--- config.mk ---
export PLATFORM = sky130hd
export DESIGN_NAME = mem_write_arbiter
export DESIGN_NICKNAME = d
export VERILOG_FILES = /design/src/rtl/mem_write_arbiter_pkg.sv /design/src/rtl/mem_write_arbiter_wr_fifo.sv /design/src/rtl/mem_write_arbiter.sv
export SDC_FILE = /design/constraint.sdc
export NUM_CORES = 1
export LEC_CHECK = 0
export CORE_ASPECT_RATIO = 1.75
export CORE_UTILIZATION = 40
export CTS_CLUSTER_SIZE = 25
export DETAILED_ROUTE_END_ITERATION = 10
export GPL_ROUTABILITY_DRIVEN = 0
export SLEW_MARGIN = 20
export SYNTH_ARGS = -nofsm -noshare
export SYNTH_HDL_FRONTEND = slang
export SYNTH_HIERARCHICAL = 1
export SYNTH_SLANG_ARGS = --single-unit
export TNS_END_PERCENT = 1
--- constraint.sdc ---
create_clock -name clk -period 2.3 [get_ports clk]
set_input_delay 0.46 -clock clk [delete_from_list [all_inputs] [get_ports clk]]
set_output_delay 0.46 -clock clk [all_outputs]
set_load 0.005 [all_outputs]
--- src/rtl/mem_write_arbiter_pkg.sv ---
// mem_write_arbiter_pkg
//   Shared definitions for the mem write-port arbiter: bus widths, default
//   sizing, arbiter state encoding and the packed {addr,data} write record.
package mem_write_arbiter_pkg;

  localparam int ADDR_W         = 16;
  localparam int DATA_W         = 16;
  localparam int DEF_DEPTH      = 4;
  localparam int DEF_MAX_BURST  = 16;
  localparam int DEF_WAIT_LIMIT = 8;

  typedef enum logic [1:0] {
    ARB_IDLE  = 2'd0,
    ARB_BURST = 2'd1,
    ARB_DRAIN = 2'd2
  } arb_state_e;

  typedef struct packed {
    logic [ADDR_W-1:0] addr;
    logic [DATA_W-1:0] data;
  } wr_req_t;

endpackage

--- src/rtl/mem_write_arbiter_wr_fifo.sv ---
// mem_write_arbiter_wr_fifo
//   CPU store FIFO. Holds {addr,data} records in arrival order.
// Ports
//   i_clk    system clock
//   i_rst_n  asynchronous active-low reset (empties the FIFO)
//   i_push   enqueue i_data
//   i_data   record to enqueue
//   i_pop    drop the head record
//   o_head   oldest record (valid while o_count != 0)
//   o_count  number of stored records, 0..DEPTH
module mem_write_arbiter_wr_fifo
  import mem_write_arbiter_pkg::*;
#(
  parameter int DEPTH = DEF_DEPTH,
  parameter int CW    = $clog2(DEPTH) + 1
) (
  input  logic          i_clk,
  input  logic          i_rst_n,
  input  logic          i_push,
  input  wr_req_t       i_data,
  input  logic          i_pop,
  output wr_req_t       o_head,
  output logic [CW-1:0] o_count
);

  localparam int AW = $clog2(DEPTH);

  wr_req_t       r_mem [DEPTH];
  logic [AW-1:0] r_wptr;
  logic [AW-1:0] r_rptr;
  logic [CW-1:0] r_count;

  // Pointers are exactly log2(DEPTH) bits, so they wrap modulo DEPTH for free.
  always_ff @(posedge i_clk or negedge i_rst_n) begin
    if (!i_rst_n) begin
      r_wptr  <= '0;
      r_rptr  <= '0;
      r_count <= '0;
    end else begin
      if (i_push) r_wptr <= r_wptr + AW'(1);
      if (i_pop)  r_rptr <= r_rptr + AW'(1);
      if (i_push && !i_pop)      r_count <= r_count + CW'(1);
      else if (!i_push && i_pop) r_count <= r_count - CW'(1);
    end
  end

  always_ff @(posedge i_clk) begin
    if (i_push) r_mem[r_wptr] <= i_data;
  end

  assign o_head  = r_mem[r_rptr];
  assign o_count = r_count;

  a_no_overflow: assert property (@(posedge i_clk) disable iff (!i_rst_n)
    !(i_push && !i_pop && r_count == CW'(DEPTH)));
  a_no_underflow: assert property (@(posedge i_clk) disable iff (!i_rst_n)
    !(i_pop && r_count == '0));

endmodule

--- src/rtl/mem_write_arbiter.sv ---
// mem_write_arbiter
//   Shares the single mem write port between the CPU (through a store FIFO,
//   never back-pressured) and a DMA engine that owns the port for bursts.
//   All mem writes leave on registered outputs one cycle after selection.
// Ports
//   clk, reset        system clock, asynchronous active-low reset
//   cpu_wen/waddr/wdata   CPU store strobe, address, data
//   dma_req           DMA wants a burst
//   dma_valid/last/waddr/wdata  DMA beat handshake and payload
//   dma_ready         beat accepted when dma_valid & dma_ready
//   dma_grant         DMA owns the port
//   mem_wen/waddr/wdata   registered write to mem
//   cpu_wpend         CPU stores still queued
//
// state     | meaning
// ARB_IDLE  | CPU owns the port; FIFO head (or a bypassed store) is issued
// ARB_BURST | DMA owns the port; CPU stores only enqueue
// ARB_DRAIN | burst over; FIFO emptied before DMA may be granted again
module mem_write_arbiter
  import mem_write_arbiter_pkg::*;
#(
  parameter int DEPTH      = DEF_DEPTH,
  parameter int MAX_BURST  = DEF_MAX_BURST,
  parameter int WAIT_LIMIT = DEF_WAIT_LIMIT
) (
  input  logic              clk,
  input  logic              reset,
  input  logic              cpu_wen,
  input  logic [ADDR_W-1:0] cpu_waddr,
  input  logic [DATA_W-1:0] cpu_wdata,
  input  logic              dma_req,
  input  logic              dma_valid,
  input  logic              dma_last,
  input  logic [ADDR_W-1:0] dma_waddr,
  input  logic [DATA_W-1:0] dma_wdata,
  output logic              dma_ready,
  output logic              dma_grant,
  output logic              mem_wen,
  output logic [ADDR_W-1:0] mem_waddr,
  output logic [DATA_W-1:0] mem_wdata,
  output logic              cpu_wpend
);

  localparam int CW = $clog2(DEPTH) + 1;
  localparam int BW = $clog2(MAX_BURST) + 1;
  localparam int WW = $clog2(WAIT_LIMIT + 1);
  localparam logic [CW-1:0] PREEMPT_LVL = CW'(DEPTH - 1);

  arb_state_e        r_state;
  arb_state_e        w_state_nxt;
  logic [WW-1:0]     r_wait_cnt;
  logic [BW-1:0]     r_beat_cnt;
  logic              r_mem_wen;
  logic [ADDR_W-1:0] r_mem_waddr;
  logic [DATA_W-1:0] r_mem_wdata;

  wr_req_t       w_head;
  wr_req_t       w_issue_req;
  logic [CW-1:0] w_count;
  logic          w_push;
  logic          w_pop;
  logic          w_issue;
  logic          w_fifo_empty;
  logic          w_below_lvl;
  logic          w_dma_ready;
  logic          w_accept;

  mem_write_arbiter_wr_fifo #(.DEPTH(DEPTH), .CW(CW)) u_wr_fifo (
    .i_clk   (clk),
    .i_rst_n (reset),
    .i_push  (w_push),
    .i_data  ({cpu_waddr, cpu_wdata}),
    .i_pop   (w_pop),
    .o_head  (w_head),
    .o_count (w_count)
  );

  assign w_fifo_empty = (w_count == '0);
  // One free slot is kept so the store arriving in the preempt cycle still fits.
  assign w_below_lvl  = (w_count < PREEMPT_LVL);
  assign w_dma_ready  = (r_state == ARB_BURST) && w_below_lvl;
  assign w_accept     = dma_valid && w_dma_ready;

  always_comb begin
    w_state_nxt = r_state;
    w_push      = cpu_wen;
    w_pop       = 1'b0;
    w_issue     = 1'b0;
    w_issue_req = w_head;
    unique case (r_state)
      ARB_IDLE, ARB_DRAIN: begin
        if (!w_fifo_empty) begin
          w_pop   = 1'b1;
          w_issue = 1'b1;
        end else if (cpu_wen) begin
          // Empty FIFO: the store bypasses the queue to meet next-cycle latency.
          w_push      = 1'b0;
          w_issue     = 1'b1;
          w_issue_req = '{addr: cpu_waddr, data: cpu_wdata};
        end
        if (r_state == ARB_DRAIN) begin
          if (w_fifo_empty) w_state_nxt = ARB_IDLE;
        end else if (dma_req && w_below_lvl &&
                     ((w_fifo_empty && !cpu_wen) || r_wait_cnt == WW'(WAIT_LIMIT))) begin
          w_state_nxt = ARB_BURST;
        end
      end
      ARB_BURST: begin
        if (w_accept) begin
          w_issue     = 1'b1;
          w_issue_req = '{addr: dma_waddr, data: dma_wdata};
        end
        if (!w_below_lvl || !dma_req ||
            (w_accept && (dma_last || r_beat_cnt == BW'(MAX_BURST - 1)))) begin
          w_state_nxt = ARB_DRAIN;
        end
      end
      default: w_state_nxt = ARB_IDLE;
    endcase
  end

  always_ff @(posedge clk or negedge reset) begin
    if (!reset) begin
      r_state     <= ARB_IDLE;
      r_wait_cnt  <= '0;
      r_beat_cnt  <= '0;
      r_mem_wen   <= 1'b0;
      r_mem_waddr <= '0;
      r_mem_wdata <= '0;
    end else begin
      r_state <= w_state_nxt;
      if (r_state != ARB_BURST && w_state_nxt == ARB_BURST) begin
        r_wait_cnt <= '0;
      end else if (dma_req && r_state != ARB_BURST && r_wait_cnt != WW'(WAIT_LIMIT)) begin
        r_wait_cnt <= r_wait_cnt + WW'(1);
      end
      if (r_state != ARB_BURST) r_beat_cnt <= '0;
      else if (w_accept)        r_beat_cnt <= r_beat_cnt + BW'(1);
      r_mem_wen <= w_issue;
      if (w_issue) begin
        r_mem_waddr <= w_issue_req.addr;
        r_mem_wdata <= w_issue_req.data;
      end
    end
  end

  assign dma_ready = w_dma_ready;
  assign dma_grant = (r_state == ARB_BURST);
  assign mem_wen   = r_mem_wen;
  assign mem_waddr = r_mem_waddr;
  assign mem_wdata = r_mem_wdata;
  assign cpu_wpend = !w_fifo_empty;

endmodule
==> summary.md <==
| Metric | Value |
|---|---|
| Total GRT Usage | `20.0%` |
| P&R area growth vs syn | `25.4%` |
| DRT Pass-1 Iters | `5` |
| Antenna Nets Post-Route | `0` |
| Max Cap Viol | `0` |
| Initial core utilization | `40.6%` |
| Port bufs | `around 110` |
| Diode count | `0` |
| Worst r2r src | `u_wr_fifo/o_count[2]` |
| Reg power frac | `39.1%` |
| Crit path to | `u_wr_fifo/o_count[2]` |
| Syn_nets | `between 600 and 700` |
| DRT iter0 DRCs | `~270` |
| Final hold vios | `0` |
| Slew headroom | `between 50% and 60%` |
| Die width | `between 100 and 150 um` |
| Wire per inst | `approximately 22 um` |
| Crit Path Category | `reg -> reg` |
| Clk Latency, worst-skew pair | `about 0.42 ns` |
| Clock power share | `23.4%` |
| Final WL | `approximately 20,000 um` |
| Net Sw Frac | `a little under a third` |
| Final setup TNS | `0 ns` |
| Placed cell areas | `approximately 9700 um^2` |
| Cells on worst reg2reg path | `9` |
| Commonest non-fill, non-tap cell in the layout | `edfxtp_1` |
| Worst VDD drop | `0.717 mV` |
| Yosys warns | `6` |
| Core region area | `approximately 20,000 um^2` |
| Worst Path Arrival | `2.58 ns` |
| Clock skew | `~0.0093 ns` |
| Post-synth EDFFs | `around 130` |
| HPWL after detailed placement | `around 13,000 um` |
| Internal Power | `around 8.4 mW` |
| Seq cells post-synth | `between 150 and 200` |
| Overflow after GRT | `0` |
| Share of layout cells above drive strength 1 | `approximately 16%` |
| Worst Path Max Fanout | `4` |
| CP Capture Type | `flip-flop` |
| Status | `finished, final reports clean` |
| Vias/cell | `between 5 and 6` |
| Combinational share of power | `a little under two fifths` |
| Leakage dissipation | `3.65 nW` |
| Most frequent cells in the layout | `edfxtp_1 (128), clkdlybuf4s50_1 (103), nand3b_1 (66)` |
| Total power | `~12 mW` |
| Die area | `~21,000 um^2` |
| Clock sink total | `179` |
| Post-synth top flop | `edfxtp_1` |
| CTS clock-pin slew for the worst setup and hold paths | `approximately 0.070 ns` |
| Num CTS Buffers | `17` |
| RSZ-0062 raised after global routing | `false` |
| Final max-slew violation count | `0` |
| Vias in the first global route | `between 5,000 and 6,000` |
| Async SR Flop Fraction | `between 20% and 30%` |
| Clock Path Buffers | `2` |
| Fmax | `around 0.45 GHz` |
| Flop-to-flop setup slack | `0.07 ns` |
| Largest net degree at the start of global routing | `73` |
| H-tree Lvls | `4` |
| Final instance area | `a little over 10,000 um^2` |
| Syn Inst Count | `540` |
| IO Count | `approximately 110` |
| First-pass GRT wire length | `31,000 um` |
| Tmin final | `~2.2 ns` |
| Worst Hold Class | `in -> async` |
| Unique cell type count in the Yosys netlist | `47` |
| CTS tree | `yes` |
| Clk root buf | `clkbuf_16` |
| R2R Path End | `u_wr_fifo/o_count[2]` |
| PD cells | `roughly 1200 nW/um^2` |
| DRC errors left | `0` |
| Actual slew at the worst max-slew pin | `between 0.6 and 0.7 ns` |
| Register area share after synthesis | `62.3%` |
| Type of origin of the critical path | `flip-flop` |
| CP startpoint | `u_wr_fifo/o_count[2]` |
| Avg Cell Area, Syn | `between 15 and 20 um^2` |
| Req. time, crit path | `approximately 2.7 ns` |
| Post-Syn Area | `~8200 um^2` |
| Crit share post-route | `between 90 and 100%` |
| Core Rows | `69` |
| Nets | `725` |
| Switching pwr | `between 3 and 4 mW` |
| Die Y | `approximately 190 um` |
| Final-report setup violation count | `0` |
| Antenna violations before repair | `0` |
| Via Count | `~5,300` |
Yosys cell counts (all sizes together), types with 4 or more instances:
library cell	number	area [um^2]
a21oi	6	30.0
a32oi	32	280
and2	4	25.0
buf	22	173
clkbuf	26	97.6
dfrtp	51	1280
edfxtp	128	3840
ha	9	113
inv	43	161
mux4	32	736
nand2	7	26.3
nand3b	66	495
nor2	4	15.0
o21ai	4	20.0
o22ai	32	200
or4bb	32	360
xor2	4	35.0
cell families after synthesis:
family                     after synthesis  synth area share (%)
buffers and inverters                   91                  5.26
adders and majority gates               10                  1.62
xor gates and xnor gates                 6                 0.640
muxes                                   35                  9.34
AOI/OAI and AO/OA                       84                  7.56
DFF                                    179                  62.3
and+or+nand+nor                        135                  13.2
flip-flops by register name (all words and copies together), names as in the netlist:
| signal | cells |
|---|---|
| r_state | 2 |
| r_beat_cnt | 5 |
| mem_waddr | 16 |
| u_wr_fifo/o_count | 3 |
| u_wr_fifo/r_rptr | 2 |
| mem_wdata | 16 |
| mem_wen | 1 |
| u_wr_fifo/r_wptr | 2 |
| u_wr_fifo/r_mem | 128 |
| r_wait_cnt | 4 |
layout make-up:
class / instances / area (um^2)
Clock buffer: 19 / 443
Inverter: 43 / 165
Clock inverter: 13 / 150
Sequential cell: 179 / 5130
Timing Repair Buffer: 134 / 1420
Fill cell: 1752 / 9900
Tap cell: 248 / 310
Multi-Input combinational cell: 270 / 2690
per-stage QoR:
stage / hold WS, ns / cells / setup slack, ns / utilization (%)
floorplan: 0.164 / 540 / -0.113 / -
detailed placement: 0.488 / 873 / 0.0470 / 48.0
finish: 0.0351 / 906 / 0.0679 / 51.0
global route: 0.0482 / 906 / 0.000806 / 51.0
global placement: 0.457 / 873 / 0.0988 / 48.0
CTS: 0.0335 / 906 / 0.0285 / 51.0
worst max-delay path, cell delays in order (launching register included):
cell and delay (ns):
dfrtp_1 0.38, or3_1 0.41, nor2b_2 0.21, inv_1 0.06, ha_1 0.18, inv_1 0.07, fa_1 0.38, xor2_1 0.18
nor2_1 0.12, xor2_1 0.17
what timing repair did:
action,in CTS,in global routing
endpoints found under the setup margin,1,2
setup buffers,1,0
hold buffers,0,0
resized for setup,2,2
power by group through the flow:
stage | combinational (mW) | sequential [mW] | clock [mW]
after floorplan | 2.86 | 4.80 | 0
after global placement | 4.54 | 4.88 | 0
after detailed placement | 4.67 | 4.92 | 0
after CTS | 4.70 | 4.86 | 2.96
after global routing | 5.03 | 4.93 | 3.08
final | 4.64 | 4.85 | 2.90
worst min-delay path by stage:
| stage | start | endpoint | slack (ns) | cells after the start |
|---|---|---|---|---|
| floorplan | reset | mem_waddr[0] | 0.16 | 0 |
| global placement | r_beat_cnt[3] | r_beat_cnt[3] | 0.46 | 1 |
| detailed placement | reset | mem_wdata[8] | 0.49 | 2 |
| CTS | reset | mem_wen | 0.03 | 2 |
| global route | reset | mem_wdata[9] | 0.05 | 2 |
| finish | reset | mem_wdata[8] | 0.04 | 2 |
layer usage:
layer | wire length (um) | global-route usage, % | share of wire (%) | up-vias
met5 | 0 | 0 | 0 | -
met4 | 374 | 6.73 | 1.9 | 0
met3 | 845 | 3.38 | 4.3 | 27
met2 | 10700 | 35.3 | 54 | 179
met1 | 7880 | 24.3 | 40 | 2700
li1 | - | - | - | 2351
No activity file was read; power rests on OpenSTA's default activity.
